<file path="src/rtl/ff_chain_tester.sv">
// Parallel flip-flop chain stress tester: pattern generator feeds N_CHAINS shift
// chains of DEPTH flops; a lock-stepped checker compares each chain's last stage.
module ff_chain_tester #(
    parameter int          N_CHAINS = 8,
    parameter int          DEPTH    = 64,
    parameter int          CNT_W    = 16,
    parameter logic [14:0] SEED     = 15'h7FFF
) (
    input  logic                clk,
    input  logic                rst,
    input  logic                start,
    input  logic                stop,
    input  logic [1:0]          mode,
    input  logic                inject,
    output logic                busy,
    output logic                primed,
    output logic [CNT_W-1:0]    err_cnt,
    output logic [N_CHAINS-1:0] err_mask,
    output logic                fail,
    output logic [N_CHAINS-1:0] chain_tap
);

    localparam int FW = $clog2(DEPTH + 1);

    typedef enum logic [1:0] {
        S_IDLE,
        S_FILL,
        S_CHECK
    } state_t;

    state_t                state_q, state_d;
    logic [1:0]            mode_q, mode_d;
    logic [14:0]           gen_lfsr_q, gen_lfsr_d;
    logic                  gen_phase_q, gen_phase_d;
    logic [14:0]           chk_lfsr_q, chk_lfsr_d;
    logic                  chk_phase_q, chk_phase_d;
    logic [FW-1:0]         fill_cnt_q, fill_cnt_d;
    logic [CNT_W-1:0]      err_cnt_q, err_cnt_d;
    logic [N_CHAINS-1:0]   err_mask_q, err_mask_d;
    logic                  fail_q, fail_d;
    logic                  busy_q, busy_d;
    logic                  primed_q, primed_d;
    logic [DEPTH-1:0]      chain_q [N_CHAINS];
    logic [DEPTH-1:0]      chain_d [N_CHAINS];

    logic                  gen_bit;
    logic                  chk_bit;
    logic                  chan_in;
    logic [N_CHAINS-1:0]   mismatch;

    function automatic logic pat_bit(input logic [1:0] m, input logic [14:0] lfsr,
                                     input logic ph);
        logic b;
        case (m)
            2'd0:    b = lfsr[14];
            2'd1:    b = 1'b0;
            2'd2:    b = 1'b1;
            default: b = ph;
        endcase
        return b;
    endfunction

    // x^15 + x^14 + 1, Fibonacci form, shifting towards the MSB
    function automatic logic [14:0] lfsr_step(input logic [14:0] lfsr);
        return {lfsr[13:0], lfsr[14] ^ lfsr[13]};
    endfunction

    always_comb begin
        state_d     = state_q;
        mode_d      = mode_q;
        gen_lfsr_d  = gen_lfsr_q;
        gen_phase_d = gen_phase_q;
        chk_lfsr_d  = chk_lfsr_q;
        chk_phase_d = chk_phase_q;
        fill_cnt_d  = fill_cnt_q;
        err_cnt_d   = err_cnt_q;
        err_mask_d  = err_mask_q;
        chain_d     = chain_q;
        mismatch    = '0;
        chan_in     = 1'b0;
        gen_bit     = pat_bit(mode_q, gen_lfsr_q, gen_phase_q);
        chk_bit     = pat_bit(mode_q, chk_lfsr_q, chk_phase_q);

        if (stop && state_q != S_IDLE) begin
            state_d = S_IDLE;
        end else if (start && !stop) begin
            state_d     = S_FILL;
            mode_d      = mode;
            gen_lfsr_d  = SEED;
            gen_phase_d = 1'b0;
            chk_lfsr_d  = SEED;
            chk_phase_d = 1'b0;
            fill_cnt_d  = '0;
            err_cnt_d   = '0;
            err_mask_d  = '0;
        end else if (state_q != S_IDLE) begin
            gen_lfsr_d  = lfsr_step(gen_lfsr_q);
            gen_phase_d = ~gen_phase_q;
            for (int unsigned c = 0; c < N_CHAINS; c++) begin
                chan_in = gen_bit ^ c[0] ^ ((c == 0) ? inject : 1'b0);
                chain_d[c] = {chain_q[c][DEPTH-2:0], chan_in};
            end

            if (state_q == S_FILL) begin
                fill_cnt_d = fill_cnt_q + FW'(1);
                if (fill_cnt_q == FW'(DEPTH - 1)) begin
                    state_d = S_CHECK;
                end
            end else begin
                chk_lfsr_d  = lfsr_step(chk_lfsr_q);
                chk_phase_d = ~chk_phase_q;
                for (int unsigned c = 0; c < N_CHAINS; c++) begin
                    mismatch[c] = chain_q[c][DEPTH-1] ^ chk_bit ^ c[0];
                end
                if (|mismatch) begin
                    err_cnt_d  = (&err_cnt_q) ? err_cnt_q : err_cnt_q + CNT_W'(1);
                    err_mask_d = err_mask_q | mismatch;
                end
            end
        end

        fail_d   = |err_mask_d;
        busy_d   = (state_d != S_IDLE);
        primed_d = (state_d == S_CHECK);
    end

    always_ff @(posedge clk or posedge rst) begin
        if (rst) begin
            state_q     <= S_IDLE;
            mode_q      <= '0;
            gen_lfsr_q  <= SEED;
            gen_phase_q <= 1'b0;
            chk_lfsr_q  <= SEED;
            chk_phase_q <= 1'b0;
            fill_cnt_q  <= '0;
            err_cnt_q   <= '0;
            err_mask_q  <= '0;
            fail_q      <= 1'b0;
            busy_q      <= 1'b0;
            primed_q    <= 1'b0;
            chain_q     <= '{default: '0};
        end else begin
            state_q     <= state_d;
            mode_q      <= mode_d;
            gen_lfsr_q  <= gen_lfsr_d;
            gen_phase_q <= gen_phase_d;
            chk_lfsr_q  <= chk_lfsr_d;
            chk_phase_q <= chk_phase_d;
            fill_cnt_q  <= fill_cnt_d;
            err_cnt_q   <= err_cnt_d;
            err_mask_q  <= err_mask_d;
            fail_q      <= fail_d;
            busy_q      <= busy_d;
            primed_q    <= primed_d;
            chain_q     <= chain_d;
        end
    end

    always_comb begin
        for (int unsigned c = 0; c < N_CHAINS; c++) begin
            chain_tap[c] = chain_q[c][DEPTH-1];
        end
    end

    assign busy     = busy_q;
    assign primed   = primed_q;
    assign err_cnt  = err_cnt_q;
    assign err_mask = err_mask_q;
    assign fail     = fail_q;

endmodule

</file>
<file path="config.mk">
export PLATFORM = sky130hd
export DESIGN_NAME = ff_chain_tester
export DESIGN_NICKNAME = d
export VERILOG_FILES = /design/src/rtl/ff_chain_tester.sv
export SDC_FILE = /design/constraint.sdc
export NUM_CORES = 1
export LEC_CHECK = 0
export ABC_AREA = 1
export CORE_UTILIZATION = 60
export CTS_BUF_LIST = sky130_fd_sc_hd__clkbuf_4
export DETAILED_ROUTE_END_ITERATION = 7
export DONT_BUFFER_PORTS = 1
export PLACE_DENSITY = 0.86
export SLEW_MARGIN = 20
export SYNTH_ARGS = -nofsm -noshare
export SYNTH_HDL_FRONTEND = slang
export SYNTH_SLANG_ARGS = --single-unit
</file>
<file path="constraint.sdc">
create_clock -name clk -period 9.1 [get_ports clk]
set_input_delay 1.365 -clock clk [delete_from_list [all_inputs] [get_ports clk]]
set_output_delay 1.365 -clock clk [all_outputs]
set_load 0.01 [all_outputs]
</file>
* After elaboration in Yosys (flattened, before gate mapping) *
Index checks and enable logic that the tools add are counted.

word-level totals
  register bits after elaboration = 582
  input port bits = 7
  output and inout port bits = 35

operators by class
  eq/ne operators = 7
  bitwise gates (word level) = 21
  add/sub/neg operators = 2
  multiplexer cells = 30
  reductions and logical operators = 18

operators with widths
  operator                 number
  $mux W16                 5
  $mux W15                 5
  $mux W8                  5
  $mux W7                  3
  $add A16 B1 Y16 const B  1
  $reduce_and A16 Y1       1
  $reduce_or A8 Y1         2
  $xor A1 B1 Y1            11
  $mux W2                  5
  $reduce_bool A2 Y1       5
  $not A1 Y1               9
  $reduce_and A3 Y1        3
  $or A8 B8 Y8             1
  $add A7 B1 Y7 const B    1
  $eq A7 B6 Y1 const B     1
  $pmux W1 S3              2
  $mux W1                  5
  $reduce_and A5 Y1        1
  $eq A2 B1 Y1 const B     2
  $eq A2 B2 Y1 const B     2
  $ne A2 B2 Y1 const B     2
  $reduce_and A2 Y1        2
  $logic_and A1 B1 Y1      2
  $logic_not A2 Y1         1
  $logic_not A1 Y1         1

* Logic depth before layout (Yosys ltp) *
Gate-level depths: netlist of run 1.

  depth in word-level cells = 11
  mapped depth = 12
  gate-level depth less buffers = 11

* Worst setup path before layout of run 1 *
No wires, ideal clock.

  path type = input-to-reg
  start = in start
  end = reg chain_q[321] (netlist bit)
  cell stages on the path = 6
  setup slack = 6.881 ns
  setup time = 0.065 ns
  data arrival time = 2.155 ns
  cells stage by stage = nor3_2 buf_4 buf_4 buf_2 nand2_1 nand2_1

on the way
  cells in the longest elaborated chain, start to end = 3

ends and longest elaborated chain
  item                                line  source
  from (decl)                         11    input logic start,
  $logic_and A1 B1 Y1                 86    end else if (start && !stop) begin
  $not A1 Y1 (no source line)         --
  $reduce_and A3 Y1 (no source line)  --
  to (signal assigned)                155   chain_q <= chain_d;
  to (decl)                           43    logic [DEPTH-1:0] chain_q [N_CHAINS];

Every way passes these cells.
A chain may end at the register's enable or synchronous reset.

* Final worst setup path of run 1 *
  start = reg state_q[1]
  end = reg chain_q[448] (netlist bit)

on the way
  cells in the longest elaborated chain, start to end = 4

ends and longest elaborated chain
  item                                  line    source
  from (decl)                           31      state_t state_q, state_d;
  from (signal assigned)                143     state_q <= state_d;
  $reduce_bool A2 Y1 *                  84, 96
  $logic_and A1 B1 Y1                   84      if (stop && state_q != S_IDLE) begin
  $not A1 Y1 (no source line)           --
  $reduce_and A3 Y1 (no source line) *  --

Every way passes the cells marked *; elsewhere a longest branch is shown, timed or not.

==> results_dict.tcl, run 1 <==
set metrics [dict create \
    fin_skew_ps 33.8 \
    use_met3_pct 4.79 \
    viasPerCell 5.04 \
    dp_hpwl_um 10500 \
    clk_latency_ps 690 \
    vias 7472 \
    wl_um 18400 \
    maxSlewViolCount 0 \
    cts_resized 0 \
    grt_max_degree 117 \
    worst_pin_slew_ps 976 \
    avgRoutedWirePerCell_um 12.4 \
    syn-num-nets 1208 \
    max_freq_mhz 312 \
    tritoncts "built" \
    cts_htree_levels 2 \
    outcome "finished clean" \
    hold_depth 2 \
    setup_violations 0 \
    syn_area_per_cell_um2 8.92 \
    die_w_um 136 \
    synth_top_cell_by_area "dfrtp_1" \
    fin_nets 1214 \
    hold_violations 0 \
    path_buf_inv 3 \
    use_met2_pct 36.0 \
    cp_cell_sequence "nor2_1 > nor3_4 > buf_4 > inv_4 > buf_4 > o21ai_0" \
    layout-drive-gt1-share_pct 13.8 \
    cts_root_buffer "clkbuf_4" \
    cp.arrival_ps 3720 \
    cp_data_required_time_ps 9610 \
    place_area_um2 10700 \
    clk_pin_slew_ps 70 \
    grt_usage_pct 21.7 \
    dieHeight_um 136 \
    area_delta_synth_final_pct 7.64 \
    row_count 48 \
    path_common_cell "buf_4" \
    cp_top_family "buffers and inverters" \
    place_congestion 0.853 \
    ant_nets 0 \
    final_common_cell "nand2_1" \
    ios 42 \
    antenna_found_initial 0 \
    cellLeakagePower_nw 6.38 \
    crit_fanout 104 \
    drt_iter0_drc 423 \
    fin_tns_setup_ps 0 \
    slowest_delay_ps 860 \
    setup.worst_path.class "reg2reg" \
    hp-class "reg2reg" \
    first_global_vias 7349 \
    grt_first_pass_wirelength_um 32300 \
    top_usage_layer "met2" \
    synth_area_um2 10700 \
    period_minus_slack_ps 3210 \
    dr.pass1.iters 4 \
    fin_area_um2 11500 \
    crit_cells 6 \
    final_cell_mix "nand2_1, dfrtp_1, clkbuf_4, inv_1, o21ai_0" \
    drc 0 \
    synth_top_area_share_pct 54.3 \
    ys_types 33 \
    cp-start-kind "flip-flop" \
    diodes 0 \
    cts_setup_buffers 0 \
    cts-buffers-inserted 61 \
    worst_slew_margin_rel_pct 34.9 \
    ir_drop_mv 0.165 \
    period_share_pct 35.2 \
    holdBufCountCts 0 \
    rsz0062_at_grt "false" \
    yosysSeqAreaShare_pct 61.7 \
    netlist_instances 1199 \
    use_met1_pct 27.8 \
    ys_ff_latch 262 \
    yosysWarnings 0 \
    cpMaxStageDelayCell "buf_4" \
    grt_overflow 0 \
    power.density_nw_per_um2 224 \
    cts_sinks 262 \
    reg2reg_depth 6 \
    worst_setup_path_end_kind "flip-flop" \
    clockBufferDepth 3 \
    coreArea_um2 17400 \
    start_util_pct 61.6 \
    synth_area_leaders "dfrtp_1, nand2_1, dfstp_2" \
    drv_cap 0 \
    io_buffer_count 0 \
    die_area_um2 18400 \
]
worst register-to-register path: stages, from the launching register on:
cell and delay, ps:
dfrtp_1 430, nor2_1 240, nor3_4 50, buf_4 400, inv_4 750, buf_4 860
o21ai_0 290
state kept, by name, summed over array words and instances, names as in the netlist, 2 cells and up:
register	flops
chain_q	189
chain_tap	3
chk_lfsr_q	15
err_cnt	16
err_mask	8
fill_cnt_q	7
gen_lfsr_q	15
mode_q	2
state_q	2
through the flow:
step	setup slack [ps]	power (W)	hold slack (ps)	utilization, %	cells
final	5890	0.00258	467	66.3	1482
after global routing	5590	0.00273	488	66.3	1482
after CTS	5890	0.00262	471	66.3	1482
after detailed placement	5190	0.00164	458	61.5	1367
after global placement	5240	0.00162	454	61.5	1367
after floorplan	573	0.00159	442	-	1199
synthesized netlist by cell type:
library cell,n
nand3_4,1
nand2_2,17
inv_4,1
buf_6,2
nand3_1,36
nand2_4,2
nand2_8,1
buf_2,29
buf_4,15
xnor2_1,3
nor3_1,2
dfrtp_1,232
nor2_1,38
inv_2,8
a211oi_1,1
o21ai_0,43
xor2_1,12
ha_1,2
o21ai_1,13
buf_8,1
nor2_4,2
nand4_2,1
nand4_1,3
nor3b_1,1
inv_1,85
nor2_2,1
a22oi_1,26
dfstp_2,30
nand3_2,1
nand2_1,564
a21oi_1,10
clkbuf_1,15
nor3_2,1
cell type report:
type / count / area, um2
multi-input cells: 781 / 3400
repair buffers: 5 / 37.5
fillers: 1317 / 5850
well taps: 225 / 282
inverters: 94 / 365
clock buffers: 99 / 743
clock inverters: 16 / 90.1
flip-flops and latches: 262 / 6590
where the power goes:
part	total, W	internal (W)	switching (W)
combinational	0.000224	0.0000732	0.000151
sequential	0.00139	0.00130	0.0000908
clock	0.000968	0.000519	0.000449
total	0.00258	0.00189	0.000691
routing by layer:
layer  share of wire [%]  wire [um]  up-vias
met5                   0          0        -
met4                 2.2        402        0
met3                 5.3        980       38
met2                  48       8760      154
met1                  45       8230     3570
li1                    -          -     3710
path summary, 6_finish.rpt:
kind                                          start                  endpoint  slack (ps)
max in group asynchronous                       rst  chain_q[455]$_DFFE_PP0P_        6930
min reg2reg                chain_q[418]$_DFFE_PP0P_  chain_q[419]$_DFFE_PP0P_         470
min in group asynchronous                       rst   err_cnt[11]$_DFFE_PP0P_         660
min                        chain_q[418]$_DFFE_PP0P_  chain_q[419]$_DFFE_PP0P_         470
max reg2reg                    state_q[1]$_DFF_PP0_  chain_q[448]$_DFFE_PP0P_        5890
max                            state_q[1]$_DFF_PP0_  chain_q[448]$_DFFE_PP0P_        5890
logic make-up (layout without fill, tap and decap cells):
group	count (synthesis)	after routing	synth area share, %
compound gates	93	93	4.98
flops	262	262	61.7
xor+xnor	15	15	1.23
fa+ha+maj	2	2	0.234
buf+inv	156	214	6.61
simple gates	671	671	25.3
Note: power is estimated with default switching activity, not from simulation.
==> run 2, diff against run 1 <==
--- a/config.mk
+++ b/config.mk
@@ -6,11 +6,11 @@
 export NUM_CORES = 1
 export LEC_CHECK = 0
 export ABC_AREA = 1
-export CORE_UTILIZATION = 60
+export CORE_UTILIZATION = 59
 export CTS_BUF_LIST = sky130_fd_sc_hd__clkbuf_4
 export DETAILED_ROUTE_END_ITERATION = 7
 export DONT_BUFFER_PORTS = 1
-export PLACE_DENSITY = 0.86
+export PLACE_DENSITY = 0.88
 export SLEW_MARGIN = 20
 export SYNTH_ARGS = -nofsm -noshare
 export SYNTH_HDL_FRONTEND = slang
==> constraint.sdc (replaced) <==
create_clock -name clk -period 2.69 [get_ports clk]
set_input_delay 0.4035 -clock clk [delete_from_list [all_inputs] [get_ports clk]]
set_output_delay 0.4035 -clock clk [all_outputs]
set_load 0.01 [all_outputs]
==> run 2 against run 1 <==
Against the previous run:
- hold slack worse by 360 ps
- clock power rose to 3.4 times the previous value
- combinational power rose to 3.5 times the previous value
- critical path depth up 3
- clock-buffer cell count down 7
- core utilization up 0.53 points
- routed wire length up 1.4%
==> results_dict.tcl, run 2 (synthesis gave the netlist of run 1 again) <==
set metrics [dict create \
    outcome "finished clean" \
    cp_data_required_time_ps 3250 \
    rsz0062_at_grt "false" \
    grt_usage_pct 21.4 \
    use_met1_pct 27.7 \
    cts-buffers-inserted 61 \
    dieHeight_um 137 \
    crit_fanout 17 \
    max_freq_mhz 549 \
    place_congestion 0.878 \
    start_util_pct 61.2 \
    die_w_um 137 \
    top_register "chain_q" \
    clockBufferDepth 3 \
    wl_um 18600 \
    fin_skew_ps 31.5 \
    area_delta_synth_final_pct 9.24 \
    ant_nets 0 \
    grt_max_degree 209 \
    ir_drop_mv 0.582 \
    vias 7570 \
    period_minus_slack_ps 1820 \
    drt_iter0_drc 578 \
    worst_pin_slew_ps 809 \
    dr.pass1.iters 6 \
    cp.arrival_ps 2380 \
    cp-start-kind "flip-flop" \
    viasPerCell 5.08 \
    first_global_vias 7358 \
    place_area_um2 10800 \
    grt_overflow 0 \
    layout-drive-gt1-share_pct 13.9 \
    grt_first_pass_wirelength_um 32200 \
    hold_violations 0 \
    fin_area_um2 11700 \
    fin_nets 1227 \
    cellLeakagePower_nw 6.45 \
    row_count 48 \
    clk_latency_ps 670 \
    largest_reg_flops 189 \
    cts_sinks 262 \
    worst_slew_margin_rel_pct 46.1 \
    clk_pin_slew_ps 70 \
    antenna_found_initial 1 \
    fin_tns_setup_ps 0 \
    cts_htree_levels 2 \
    power.density_nw_per_um2 754 \
    worst_setup_path_end_kind "flip-flop" \
    setup.worst_path.class "reg2reg" \
    use_met2_pct 35.3 \
    setup_violations 0 \
    fillerInstances 1289 \
    coreArea_um2 17500 \
    dp_hpwl_um 11000 \
    tritoncts "built" \
    drv_cap 0 \
    whs_ps 107 \
    pre_cts_ws_ps 899 \
    drc 0 \
    period_share_pct 67.8 \
    cts_root_buffer "clkbuf_4" \
    ios 42 \
    die_area_um2 18700 \
    top_usage_layer "met2" \
    final_common_cell "nand2_1" \
    io_buffer_count 0 \
    maxSlewViolCount 0 \
    hp-class "in2reg" \
    final_cell_mix "nand2_1, dfrtp_1, clkbuf_4, inv_1, o21ai_0" \
    avgRoutedWirePerCell_um 12.5 \
    setup_ws_ps 867 \
    use_met3_pct 4.63 \
]
-- run 2: layer usage --
layer	vias up	wire length, um
li1	3749	-
met1	3615	8290
met2	184	9160
met3	22	927
met4	0	249
met5	-	0
-- run 2: cell type report --
cell class | instances | area, um2 | share of cell area, %
Sequential cell | 262 | 6590 | 56.4
Tap cell | 225 | 282 | 2.41
Antenna cell | 1 | 2.50 | 0.0214
Inverter | 94 | 362 | 3.10
Clock inverter | 17 | 143 | 1.22
Multi-Input combinational cell | 781 | 3400 | 29.1
Clock buffer | 92 | 691 | 5.91
Timing Repair Buffer | 18 | 210 | 1.80
-- run 2: worst max-delay path: stages (launching register included) --
cell     delay, ps
dfrtp_1        460
ha_1           270
nand2_1        120
nor2_4         160
nand4_2        110
nand2_2        100
inv_4           50
nand2_8        120
nand2_4        150
o21ai_0        190
-- run 2: repair_timing --
action,in CTS,in global routing
hold buffers,5,0
buffers inserted,0,0
endpoints found under the hold margin,15,0
gates resized for setup,0,0
-- run 2: metrics by stage --
stage | cells | utilization [%] | power [W]
after floorplan | 1199 | - | 0.00539
after global placement | 1375 | 61.8 | 0.00548
after detailed placement | 1375 | 61.8 | 0.00555
after CTS | 1489 | 66.8 | 0.00891
after global routing | 1490 | 66.8 | 0.00931
final | 1490 | 66.8 | 0.00880
-- run 2: path summary, 6_finish.rpt --
path	endpoint	cells past startpoint	slack (ps)	startpoint
setup / recovery	err_cnt[4]$_DFFE_PP0P_	9	870	err_cnt[0]$_DFFE_PP0P_
hold / removal	chk_phase_q$_DFFE_PP0P_	4	110	start
setup reg to reg	err_cnt[4]$_DFFE_PP0P_	9	870	err_cnt[0]$_DFFE_PP0P_
hold reg to reg	chain_q[325]$_DFFE_PP0P_	2	470	chain_q[324]$_DFFE_PP0P_
max in group asynchronous	gen_lfsr_q[3]$_DFFE_PP1P_	3	1500	rst
min in group asynchronous	err_mask[2]$_DFF_PP0_	2	330	rst
-- run 2: power breakdown --
group | internal [W] | total (W) | switching, W
sequential | 0.00440 | 0.00470 | 0.000304
combinational | 0.000269 | 0.000793 | 0.000524
clock | 0.00184 | 0.00331 | 0.00147
